==> src/rtl/uart_aes_pkg.sv <==
// uart_aes_pkg: shared types and constants for the AES-over-UART receive path.
//   rx_state_t  - byte receiver FSM states (PARITY only when UART_RX_PARITY_EN is defined)
//   BLOCK_BYTES / BYTE_W / BLOCK_W - block geometry (16 bytes, 8 bits, 128 bits)
//   BYTE_CNT_W  - width of the byte-within-block counter
// Optional feature macro: UART_RX_PARITY_EN (adds even-parity bit, 8E1 frames).
package uart_aes_pkg;

    localparam int BLOCK_BYTES = 16;
    localparam int BYTE_W      = 8;
    localparam int BLOCK_W     = 128;
    localparam int BYTE_CNT_W  = 4;

    typedef enum logic [2:0] {
        RX_IDLE,
        RX_START,
        RX_DATA,
`ifdef UART_RX_PARITY_EN
        RX_PARITY,
`endif
        RX_STOP
    } rx_state_t;

endpackage

==> src/rtl/uart_rx_block128_if.sv <==
// uart_rx_block128_if: serial input and block output bundle of the block receiver.
//   en_rx     - receiver enable
//   rx        - asynchronous serial line, idle high
//   data_out  - last complete 128-bit block (first byte in [127:120])
//   u_rx_done - one-cycle block-complete strobe
//   frame_err - one-cycle bad stop bit / parity strobe
//   busy      - frame in progress or partial block held
// master: side that drives the line and consumes blocks; slave: the receiver.
interface uart_rx_block128_if;
    import uart_aes_pkg::*;

    logic               en_rx;
    logic               rx;
    logic [BLOCK_W-1:0] data_out;
    logic               u_rx_done;
    logic               frame_err;
    logic               busy;

    modport master (
        output en_rx, rx,
        input  data_out, u_rx_done, frame_err, busy
    );

    modport slave (
        input  en_rx, rx,
        output data_out, u_rx_done, frame_err, busy
    );

endinterface

==> src/rtl/uart_rx_byte.sv <==
// uart_rx_byte: single-byte UART receiver (8N1, or 8E1 with UART_RX_PARITY_EN).
//   clk, reset    - rising-edge clock, synchronous active-high reset
//   en_rx         - enable; low forces IDLE on the next cycle
//   rx            - raw asynchronous serial line
//   rx_s          - synchronized line (for the idle timeout in the top)
//   start_edge    - falling edge seen while IDLE
//   frame_active  - FSM not IDLE
//   byte_valid    - one-cycle pulse, byte_data holds a good byte
//   byte_err      - one-cycle pulse on bad stop bit (or bad parity)
//   byte_data     - received byte, LSB first on the line
// Optional feature macro: UART_RX_PARITY_EN.
module uart_rx_byte
    import uart_aes_pkg::*;
#(
    parameter int CLKS_PER_BIT = 16
) (
    input  logic              clk,
    input  logic              reset,
    input  logic              en_rx,
    input  logic              rx,
    output logic              rx_s,
    output logic              start_edge,
    output logic              frame_active,
    output logic              byte_valid,
    output logic              byte_err,
    output logic [BYTE_W-1:0] byte_data
);

    localparam int TW = $clog2(CLKS_PER_BIT);
    localparam logic [TW-1:0] HALF_M1 = TW'(CLKS_PER_BIT / 2 - 1);
    localparam logic [TW-1:0] FULL_M1 = TW'(CLKS_PER_BIT - 1);

    rx_state_t         state, state_nxt;
    logic              rx_meta, rx_s_d;
    logic [TW-1:0]     bit_timer;
    logic [2:0]        bit_idx;
    logic [BYTE_W-1:0] shreg;
    logic              tick, fall, par_bad;

    // Synchronizer and edge-detect flops idle high so reset never fakes a start edge.
    always_ff @(posedge clk) begin
        if (reset) begin
            rx_meta <= 1'b1;
            rx_s    <= 1'b1;
            rx_s_d  <= 1'b1;
        end else begin
            rx_meta <= rx;
            rx_s    <= rx_meta;
            rx_s_d  <= rx_s;
        end
    end

    assign fall = rx_s_d & ~rx_s;
    // Start bit is sampled at half a bit; every later sample is a full bit after that.
    assign tick = (state == RX_START) ? (bit_timer == HALF_M1)
                                      : ((state != RX_IDLE) && (bit_timer == FULL_M1));

    always_ff @(posedge clk) begin
        if (reset) state <= RX_IDLE;
        else       state <= state_nxt;
    end

    always_comb begin
        state_nxt = state;
        unique case (state)
            RX_IDLE:  if (fall) state_nxt = RX_START;
            RX_START: if (tick) state_nxt = rx_s ? RX_IDLE : RX_DATA;
`ifdef UART_RX_PARITY_EN
            RX_DATA:   if (tick && bit_idx == 3'd7) state_nxt = RX_PARITY;
            RX_PARITY: if (tick) state_nxt = RX_STOP;
`else
            RX_DATA:  if (tick && bit_idx == 3'd7) state_nxt = RX_STOP;
`endif
            RX_STOP:  if (tick) state_nxt = RX_IDLE;
            default:  state_nxt = RX_IDLE;
        endcase
        if (!en_rx) state_nxt = RX_IDLE;
    end

    always_ff @(posedge clk) begin
        if (reset) begin
            bit_timer <= '0;
            bit_idx   <= '0;
            shreg     <= '0;
        end else begin
            if (state == RX_IDLE || tick) bit_timer <= '0;
            else                          bit_timer <= bit_timer + 1'b1;

            if (state == RX_IDLE) begin
                bit_idx <= '0;
            end else if (state == RX_DATA && tick) begin
                shreg   <= {rx_s, shreg[BYTE_W-1:1]};
                bit_idx <= bit_idx + 1'b1;
            end
        end
    end

`ifdef UART_RX_PARITY_EN
    // Even parity: data bits plus parity bit must have an even number of ones.
    always_ff @(posedge clk) begin
        if (reset)                            par_bad <= 1'b0;
        else if (state == RX_PARITY && tick)  par_bad <= ^{shreg, rx_s};
        else if (state == RX_IDLE)            par_bad <= 1'b0;
    end
`else
    assign par_bad = 1'b0;
`endif

    always_comb begin
        byte_valid   = 1'b0;
        byte_err     = 1'b0;
        start_edge   = (state == RX_IDLE) && fall;
        frame_active = (state != RX_IDLE);
        if (state == RX_STOP && tick && en_rx) begin
            byte_valid = rx_s & ~par_bad;
            byte_err   = ~rx_s | par_bad;
        end
    end

    assign byte_data = shreg;

endmodule

==> src/rtl/uart_rx_block128.sv <==
// uart_rx_block128: packs 16 received UART bytes into one 128-bit block.
//   clk, reset - rising-edge clock, synchronous active-high reset
//   bus        - uart_rx_block128_if.slave: en_rx, rx in; data_out, u_rx_done,
//                frame_err, busy out
// Parameters: CLKS_PER_BIT (>= 4), IDLE_TIMEOUT_BITS (idle bit periods before a
// partial block is dropped).
// Optional feature macro: UART_RX_PARITY_EN (handled inside uart_rx_byte).
module uart_rx_block128
    import uart_aes_pkg::*;
#(
    parameter int CLKS_PER_BIT      = 16,
    parameter int IDLE_TIMEOUT_BITS = 32
) (
    input logic               clk,
    input logic               reset,
    uart_rx_block128_if.slave bus
);

    localparam int TO_LIMIT = IDLE_TIMEOUT_BITS * CLKS_PER_BIT;
    localparam int TOW      = $clog2(TO_LIMIT);
    localparam logic [TOW-1:0]        TO_LAST  = TOW'(TO_LIMIT - 1);
    localparam logic [BYTE_CNT_W-1:0] CNT_LAST = BYTE_CNT_W'(BLOCK_BYTES - 1);

    logic                  rx_s, start_edge, frame_active, byte_valid, byte_err;
    logic [BYTE_W-1:0]     byte_data;
    logic [BYTE_CNT_W-1:0] byte_cnt;
    logic [TOW-1:0]        to_cnt;
    logic [BYTE_W-1:0]     slots [BLOCK_BYTES];
    logic [BLOCK_W-1:0]    block_next, data_out_q;
    logic                  done_q, err_q;

    uart_rx_byte #(
        .CLKS_PER_BIT (CLKS_PER_BIT)
    ) u_byte (
        .clk          (clk),
        .reset        (reset),
        .en_rx        (bus.en_rx),
        .rx           (bus.rx),
        .rx_s         (rx_s),
        .start_edge   (start_edge),
        .frame_active (frame_active),
        .byte_valid   (byte_valid),
        .byte_err     (byte_err),
        .byte_data    (byte_data)
    );

    // The 16th byte bypasses the slot store so data_out loads on the acceptance edge.
    always_comb begin
        block_next = '0;
        for (int unsigned i = 0; i < unsigned'(BLOCK_BYTES - 1); i++)
            block_next[BLOCK_W - 1 - i * BYTE_W -: BYTE_W] = slots[i];
        block_next[BYTE_W-1:0] = byte_data;
    end

    always_ff @(posedge clk) begin
        if (reset) begin
            byte_cnt   <= '0;
            to_cnt     <= '0;
            data_out_q <= '0;
            done_q     <= 1'b0;
            err_q      <= 1'b0;
            slots      <= '{default: '0};
        end else begin
            done_q <= 1'b0;
            err_q  <= 1'b0;
            if (!bus.en_rx) begin
                byte_cnt <= '0;
                to_cnt   <= '0;
            end else if (byte_err) begin
                byte_cnt <= '0;
                to_cnt   <= '0;
                err_q    <= 1'b1;
            end else if (byte_valid) begin
                slots[byte_cnt] <= byte_data;
                byte_cnt        <= byte_cnt + 1'b1;
                to_cnt          <= '0;
                if (byte_cnt == CNT_LAST) begin
                    data_out_q <= block_next;
                    done_q     <= 1'b1;
                end
            end else if (start_edge || frame_active || byte_cnt == '0) begin
                to_cnt <= '0;
            end else if (rx_s) begin
                // Idle line with a partial block: drop it after the timeout.
                if (to_cnt == TO_LAST) begin
                    byte_cnt <= '0;
                    to_cnt   <= '0;
                end else begin
                    to_cnt <= to_cnt + 1'b1;
                end
            end
        end
    end

    assign bus.data_out  = data_out_q;
    assign bus.u_rx_done = done_q;
    assign bus.frame_err = err_q;
    assign bus.busy      = frame_active || (byte_cnt != '0);

endmodule
==> src/flat_wrapper.sv <==
// flat-port wrapper written by rule: the top's interface ports become plain ports
module uart_rx_block128_flat import uart_aes_pkg::*;
#(
    parameter int CLKS_PER_BIT      = 16,
    parameter int IDLE_TIMEOUT_BITS = 32
)
  (clk, reset, bus_en_rx, bus_rx, bus_data_out, bus_u_rx_done, bus_frame_err, bus_busy);
  uart_rx_block128_if bus_i ();
  input logic clk;
  input logic reset;
  input wire logic [$bits(bus_i.en_rx)-1:0] bus_en_rx;
  input wire logic [$bits(bus_i.rx)-1:0] bus_rx;
  output wire logic [$bits(bus_i.data_out)-1:0] bus_data_out;
  output wire logic [$bits(bus_i.u_rx_done)-1:0] bus_u_rx_done;
  output wire logic [$bits(bus_i.frame_err)-1:0] bus_frame_err;
  output wire logic [$bits(bus_i.busy)-1:0] bus_busy;
  assign bus_i.en_rx = bus_en_rx;
  assign bus_i.rx = bus_rx;
  assign bus_data_out = bus_i.data_out;
  assign bus_u_rx_done = bus_i.u_rx_done;
  assign bus_frame_err = bus_i.frame_err;
  assign bus_busy = bus_i.busy;
  uart_rx_block128 #(.CLKS_PER_BIT(CLKS_PER_BIT), .IDLE_TIMEOUT_BITS(IDLE_TIMEOUT_BITS)) u_core (.clk(clk), .reset(reset), .bus(bus_i));
endmodule
==> config.mk <==
export PLATFORM = sky130hd
export DESIGN_NAME = uart_rx_block128_flat
export DESIGN_NICKNAME = d
export VERILOG_FILES = /design/src/rtl/uart_aes_pkg.sv /design/src/rtl/uart_rx_block128_if.sv /design/src/rtl/uart_rx_byte.sv /design/src/rtl/uart_rx_block128.sv /design/src/flat_wrapper.sv
export SDC_FILE = /design/constraint.sdc
export NUM_CORES = 1
export LEC_CHECK = 0
export BUFFER_PORTS_ARGS = -buffer_cell sky130_fd_sc_hd__buf_2
export CAP_MARGIN = 5
export CORE_MARGIN = 10
export CORE_UTILIZATION = 52
export DETAILED_ROUTE_END_ITERATION = 12
export PLACE_DENSITY = 0.8
export SLEW_MARGIN = 20
export SYNTH_ARGS = -nofsm -noshare
export SYNTH_HDL_FRONTEND = slang
export SYNTH_SLANG_ARGS = --single-unit
==> constraint.sdc <==
create_clock -name clk -period 1.8 [get_ports clk]
set_input_delay 0.18 -clock clk [delete_from_list [all_inputs] [get_ports clk]]
set_output_delay 0.18 -clock clk [all_outputs]
set_load 0.01 [all_outputs]
# Yosys cells after proc, flatten, opt, wreduce, memory -nomap -nowiden
# Cells that the tools add are included.
[totals] out_inout_bits=131 elab_cells=101 register_bits=292
[classes] n_mux=19 addsub=4 reduce_logical=28 order_cmp=2 bitwise_logic=7 eq_ne=13
[op_table] op="bitwise mux 128 bit" n=1
[op_table] op="demux 8 bit (select 4 bit)" n=1
[op_table] op="2-to-1 mux 4 bit" n=4
[op_table] op="2-to-1 mux 3 bit" n=4
[op_table] op="one-hot mux 3 bit (4 select lines)" n=1
[op_table] op="adder 9 x 1 -> 9 bit, second input constant" n=1
[op_table] op="== test 9 bit, second input constant" n=1
[op_table] op="2-to-1 mux 9 bit" n=1
[op_table] op="adder 4 x 1 -> 4 bit, second input constant" n=2
[op_table] op="== test 4 bit, second input constant" n=2
[op_table] op="2-to-1 mux 8 bit" n=1
[op_table] op="inequality test 2 bit, second input constant" n=4
[op_table] op="AND reduction 4 bit" n=2
[op_table] op="logical AND 1 bit" n=7
[op_table] op="== test 3 x 2 -> 1 bit, second input constant" n=2
[op_table] op="AND reduction 3 bit" n=2
[op_table] op="OR reduction 2 bit" n=3
[op_table] op=">= comparator 5 bit, second input constant" n=1
[op_table] op="< comparator 5 x 1 -> 1 bit, second input constant" n=1
[op_table] op="2-to-1 mux 1 bit" n=5
[op_table] op="NOT 1 bit" n=5
[op_table] op="NOT 4 -> 5 bit" n=1
[op_table] op="OR reduction 5 bit" n=1
[op_table] op="== test 4 x 3 -> 1 bit, second input constant" n=1
[op_table] op="15 further kinds" n=19

# Logic depth before layout (Yosys ltp)
[logic_depth] word_depth=8 ltp_mapped=8 ltp_nobuf=7

# Cells and area by module
# Synthesis repeated with hierarchy kept, for this count alone.
[unflattened] hier_cells=1244 hier_area_um2=11184.5
[by_module_without_submodules] mod="uart_rx_block128" seq_area_each_um2=5265.0 instances=1 cells_each=1157 area_per_inst_um2=10314.9
[by_module_without_submodules] mod="uart_rx_byte" seq_area_each_um2=400.4 instances=1 cells_each=87 area_per_inst_um2=869.6

# Worst setup path before layout
# Ideal clock, no wire load.
[synth_path] path_kind="reg-to-reg" startpoint="register u_core.byte_cnt[0]" endpoint="register u_core.data_out_q[21], in the netlist u_core.bus.data_out[21]" required_time_ps=1668 t_arrival_ps=1753 setup_time_ps=132 period_less_slack_ps=1886 stages_incl_launch_ff=8 setup_slack_ps=-86 cell_sequence="dfxtp_1 ha_1 nand2_1 or4_1 clkbuf_1 clkbuf_1 nand2_1 a21oi_1"
[synth_between] elab_chain_len=2
[synth_rtl] item="from (decl)" line="uart_rx_block128.sv:26" text="logic [BYTE_CNT_W-1:0] byte_cnt;"
[synth_rtl] item="from (signal assigned)" line="uart_rx_block128.sv:75" text="byte_cnt <= byte_cnt + 1'b1;"
[synth_rtl] item="== test 4 bit" line="uart_rx_block128.sv:77" text="if (byte_cnt == CNT_LAST) begin"
[synth_rtl] item="AND reduction 4 bit (no source line)"
[synth_rtl] item="to (signal assigned)" line="uart_rx_block128.sv:78" text="data_out_q <= block_next;"
[synth_rtl] item="to (decl)" line="uart_rx_block128.sv:29" text="logic [BLOCK_W-1:0] block_next, data_out_q;"
# Every way passes these cells.
# A chain may end at the register's enable or synchronous reset.

# Final worst setup path
[layout_path] startpoint="register u_core.u_byte.bit_timer[1]" endpoint="register u_core.data_out_q[34], in the netlist u_core.bus.data_out[34]"
[layout_between] elab_chain_len=8 elab_cells_between_ends=10
[layout_rtl] item="from (decl)" line="uart_rx_byte.sv:35" text="logic [TW-1:0] bit_timer;"
[layout_rtl] item="from (signal assigned)" line="uart_rx_byte.sv:87" text="else bit_timer <= bit_timer + 1'b1;"
[layout_rtl] item="== test 4 bit" line="uart_rx_byte.sv:56" text=": ((state != RX_IDLE) && (bit_timer == FULL_M1));"
[layout_rtl] item="logical AND 1 bit" line="uart_rx_byte.sv:56"
[layout_rtl] item="2-to-1 mux 1 bit (*)" line="uart_rx_byte.sv:55" text="assign tick = (state == RX_START) ? (bit_timer == HALF_M1)"
[layout_rtl] item="logical AND 1 bit (*) (2 in a row)" line="uart_rx_byte.sv:114" text="if (state == RX_STOP && tick && en_rx) begin"
[layout_rtl] item="2-to-1 mux 1 bit" line="uart_rx_byte.sv:114"
[layout_rtl] item="NOT 1 bit (no source line)"
[layout_rtl] item="AND reduction 4 bit (no source line) (*)"
# Every way passes the cells marked *; elsewhere a longest branch is shown, timed or not.

==> summary.md <==
| Metric | Value |
|---|---|
| Status | `finished, violations left` |
| Failing checks | `setup timing` |
| Clock tree buffer depth | `3` |
| Via density | `around 5.5` |
| Power density over cell area | `between 900 and 1000 mW/mm^2` |
| Post-Synth Adder-Cell Area | `around 1.1%` |
| Period utilization | `105%` |
| Kind of critical path | `register to register` |
| CTS tree | `yes` |
| Drt pass-1 iters | `5` |
| Vias in the first global route | `8337` |
| Worst reg2reg startpoint | `u_core.u_byte.bit_timer[1]` |
| P_int | `10.0 mW` |
| I/O Buffers | `134` |
| Reg2reg end | `u_core.bus.data_out[34]` |
| Netlist cell types | `42` |
| GRT overflow | `0` |
| Flops & latches, synth | `between 200 and 300` |
| Post-place setup slack | `-57.1 ps` |
| Cell Rows | `51` |
| Min Tclk post-route | `roughly 1900 ps` |
| Peak supply drop | `~770 uV` |
| DR DRC count | `0` |
| Compound-Gate Fraction of Synth Area | `a little under a tenth` |
| Clk pwr share | `between 40 and 50%` |
| Cells after Synth | `roughly 1.2k` |
| Syn_nets | `approximately 1.2k` |
| Final worst slack | `-82.8 ps` |
| H-tree depth | `1` |
| Lkg Pwr | `between 5 and 6 nW` |
| Seq pwr share | `around half` |
| Slew @ Worst Pin | `between 400 and 500 ps` |
| DP Area | `roughly 0.012 sq mm` |
| Mux share of post-synthesis cell area | `8.65%` |
| IO Pins | `roughly 140` |
| HPWL after detailed placement | `approximately 17 mm` |
| Setup Viol. Count Final | `50` |
| Area Growth Syn to Fin | `29.5%` |
| Placed insts | `around 1.6k` |
| Post-synthesis xor/xnor area fraction | `less than 1%` |
| Max-Cap Viols | `0` |
| P_sw | `2.57 mW` |
| Final Net Count | `approximately 1.4k` |
| Via count | `8999` |
| Clk_skew | `about 18 ps` |
| Syn Area/Cell | `~8.7 sq um` |
| Fin cells | `around 1.7k` |
| WL per Instance | `18.4 microns` |
| Initial antenna violation count | `0` |
| Total design power | `12.6 mW` |
| Reg2Reg Depth | `6` |
| GRT Resource Usage Total | `just under 20%` |
| Switch share | `20.4%` |
| Initial drt markers | `between 900 and 1k` |
| Final WL | `between 30 and 40 mm` |
| Share of layout cells above drive strength 1 | `26.1%` |
| Die ar. | `between 0.02 and 0.03 sq mm` |
| Asr flop ratio synth | `0%` |
| First-pass GRT wire length | `roughly 43 mm` |
| Post-synthesis simple-gate area fraction | `about 22%` |
| Fin. max-slew vios | `0` |
| WP data arrival | `roughly 2300 ps` |
| RePlAce Congestion | `about 0.9` |
| CTS Root Cell | `clkbuf_16` |
| Mapped cell area | `~0.010 sq mm` |
| Largest family of logic cells by synthesized area | `simple AND/OR/NAND/NOR gates` |
| Crit. End Element | `register` |
| Finished Cell Area | `about 0.013 sq mm` |
| Core area | `0.0196 sq mm` |
| CTS buffer count | `28` |
| Largest net degree at the start of global routing | `roughly 100` |
| Final hold vios | `0` |
| Crit-path max FO | `12` |
| Sink Count | `roughly 280` |
| Number of synthesized flops with an enable pin | `0` |
| RSZ-0062 raised after global routing | `true` |
| Ant diodes | `0` |
| Critical Path RT | `between 2000 and 2500 ps` |
| Die width | `161 microns` |
| Final antenna-violating net count | `0` |
| Die H | `161 microns` |
| Worst-path clk slew | `around 60 ps` |
| Sequential fraction of the synthesis area | `a little over half` |
| Type of origin of the critical path | `register` |
| Relative slew slack | `around two thirds` |
| Crit path from | `u_core.u_byte.bit_timer[1]` |
| Setup crit end | `u_core.bus.data_out[34]` |
| Reg2Reg Setup Slack | `-80 ps` |
| Fin Hold WS | `roughly 86 ps` |
| Starting density of the core | `between 50% and 60%` |
| Fmax | `about 0.53 GHz` |
| Clk_lat worst skew | `between 500 and 600 ps` |
| Gate power share | `between 1 and 1.5%` |
| Yosys warns | `0` |
| Worst hold path class | `input port to register` |
| Ys flop type | `dfxtp_1` |
==> stage by stage <==
stage	TNS (ps)	util, %
CTS	-36.6	65.6
detailed placement	-2070	60.1
finish	-1780	68.8
global placement	-78.0	60.1
floorplan	0	-
global route	-4770	68.8
==> area by class of cell <==
class	instances	area [sq um]
fillers	1436	6100
flip-flops and latches	283	5680
multi-input cells	823	4620
repair buffers	225	1850
clock buffers	43	868
well taps	265	332
clock inverters	8	120
inverters	3	11.3
==> logic make-up after synthesis <==
family,after synthesis
mux,90
fa+ha+maj,9
xor+xnor,9
compound gates,185
flops,283
buf+inv,100
simple gates,525
==> state kept, by name (all words and copies together), names as in the netlist <==
register and count:
u_core.bus.data_out 128, u_core.block_next 120, u_core.to_cnt 9, u_core.u_byte.byte_data 8, u_core.byte_cnt 4, u_core.u_byte.bit_timer 4, u_core.u_byte.bit_idx 3, u_core.u_byte.state 2
u_core.bus.frame_err 1, u_core.bus.u_rx_done 1, u_core.u_byte.rx_meta 1, u_core.u_byte.rx_s 1, u_core.u_byte.rx_s_d 1
==> metal layers <==
metal / vias up / track usage, % / routed length, microns / share of wire, %
met5: - / 0 / 0 / 0
met4: 0 / 4.76 / 535 / 1.8
met3: 41 / 4.14 / 2250 / 7.4
met2: 328 / 32.9 / 14900 / 49
met1: 4339 / 24.3 / 12600 / 42
li1: 4291 / - / - / -
==> cells in the final DEF (no fill, tap or decap), types with 10 or more instances in the layout <==
cell type | netlist | final
nand2_1 | 345 | 310
dfxtp_1 | 283 | 275
a21oi_1 | 172 | 158
buf_2 | 35 | 133
nor2_1 | 108 | 107
mux2i_1 | 90 | 90
buf_4 | 2 | 47
clkbuf_16 | 0 | 38
nand2_2 | 1 | 30
buf_12 | 0 | 18
a21oi_2 | 0 | 14
buf_6 | 2 | 13
clkbuf_8 | 0 | 10
==> synthesized netlist by cell type, types with 3 or more instances <==
library cell	n	area (sq um)
nand4_1	9	56.3
buf_2	35	175
or2_2	3	18.8
nor2b_1	4	25.0
dfxtp_1	283	5670
nand2_1	345	1290
nand2b_1	10	62.6
xnor2_1	4	35.0
nor3_1	3	15.0
and4b_1	4	40.0
mux2i_1	90	901
a21oi_1	172	861
ha_1	9	113
nand3_1	8	40.0
xor2_1	5	43.8
nor2_1	108	405
a211oi_1	4	30.0
nand4_2	4	50.1
and2_1	3	18.8
inv_1	3	11.3
or4_1	8	60.1
nor4_2	5	62.6
clkbuf_1	57	214
==> power groups by stage <==
stage          registers [mW]  clock network, mW  logic [mW]
2_1_floorplan            6.41                  0      0.0967
3_3_place_gp             6.41                  0       0.132
3_5_place_dp             6.41                  0       0.132
4_1_cts                  6.27               6.18       0.135
5_1_grt                  6.26               6.47       0.154
6_report                 6.26               6.19       0.142
==> critical path: stages (launching register included) <==
cell and delay, ps:
dfxtp_2 350, ha_4 200, nand2_8 90, or4_4 710
buf_16 220, nand2_1 80, a21oi_1 90
==> worst min path at each step <==
stage / slack (ps) / endpoint / from / depth (start not counted)
3_5_place_dp: 370 / u_core.u_byte.rx_meta / bus_rx / 2
3_3_place_gp: 370 / u_core.u_byte.rx_meta / bus_rx / 2
2_1_floorplan: 280 / u_core.u_byte.rx_meta / bus_rx / 1
6_report: 90 / u_core.u_byte.bit_idx[0] / reset / 2
4_1_cts: 80 / u_core.block_next[39] / reset / 2
5_1_grt: 110 / u_core.block_next[13] / reset / 2
==> timing repair <==
item	in CTS	in global routing
gates resized for setup	12	81
endpoints found under the hold margin	1	0
setup buffers	1	4
hold buffers	1	0
pin swaps	3	17
gates cloned	1	21
setup endpoints to repair	140	223
No activity file was read; power rests on OpenSTA's default activity.
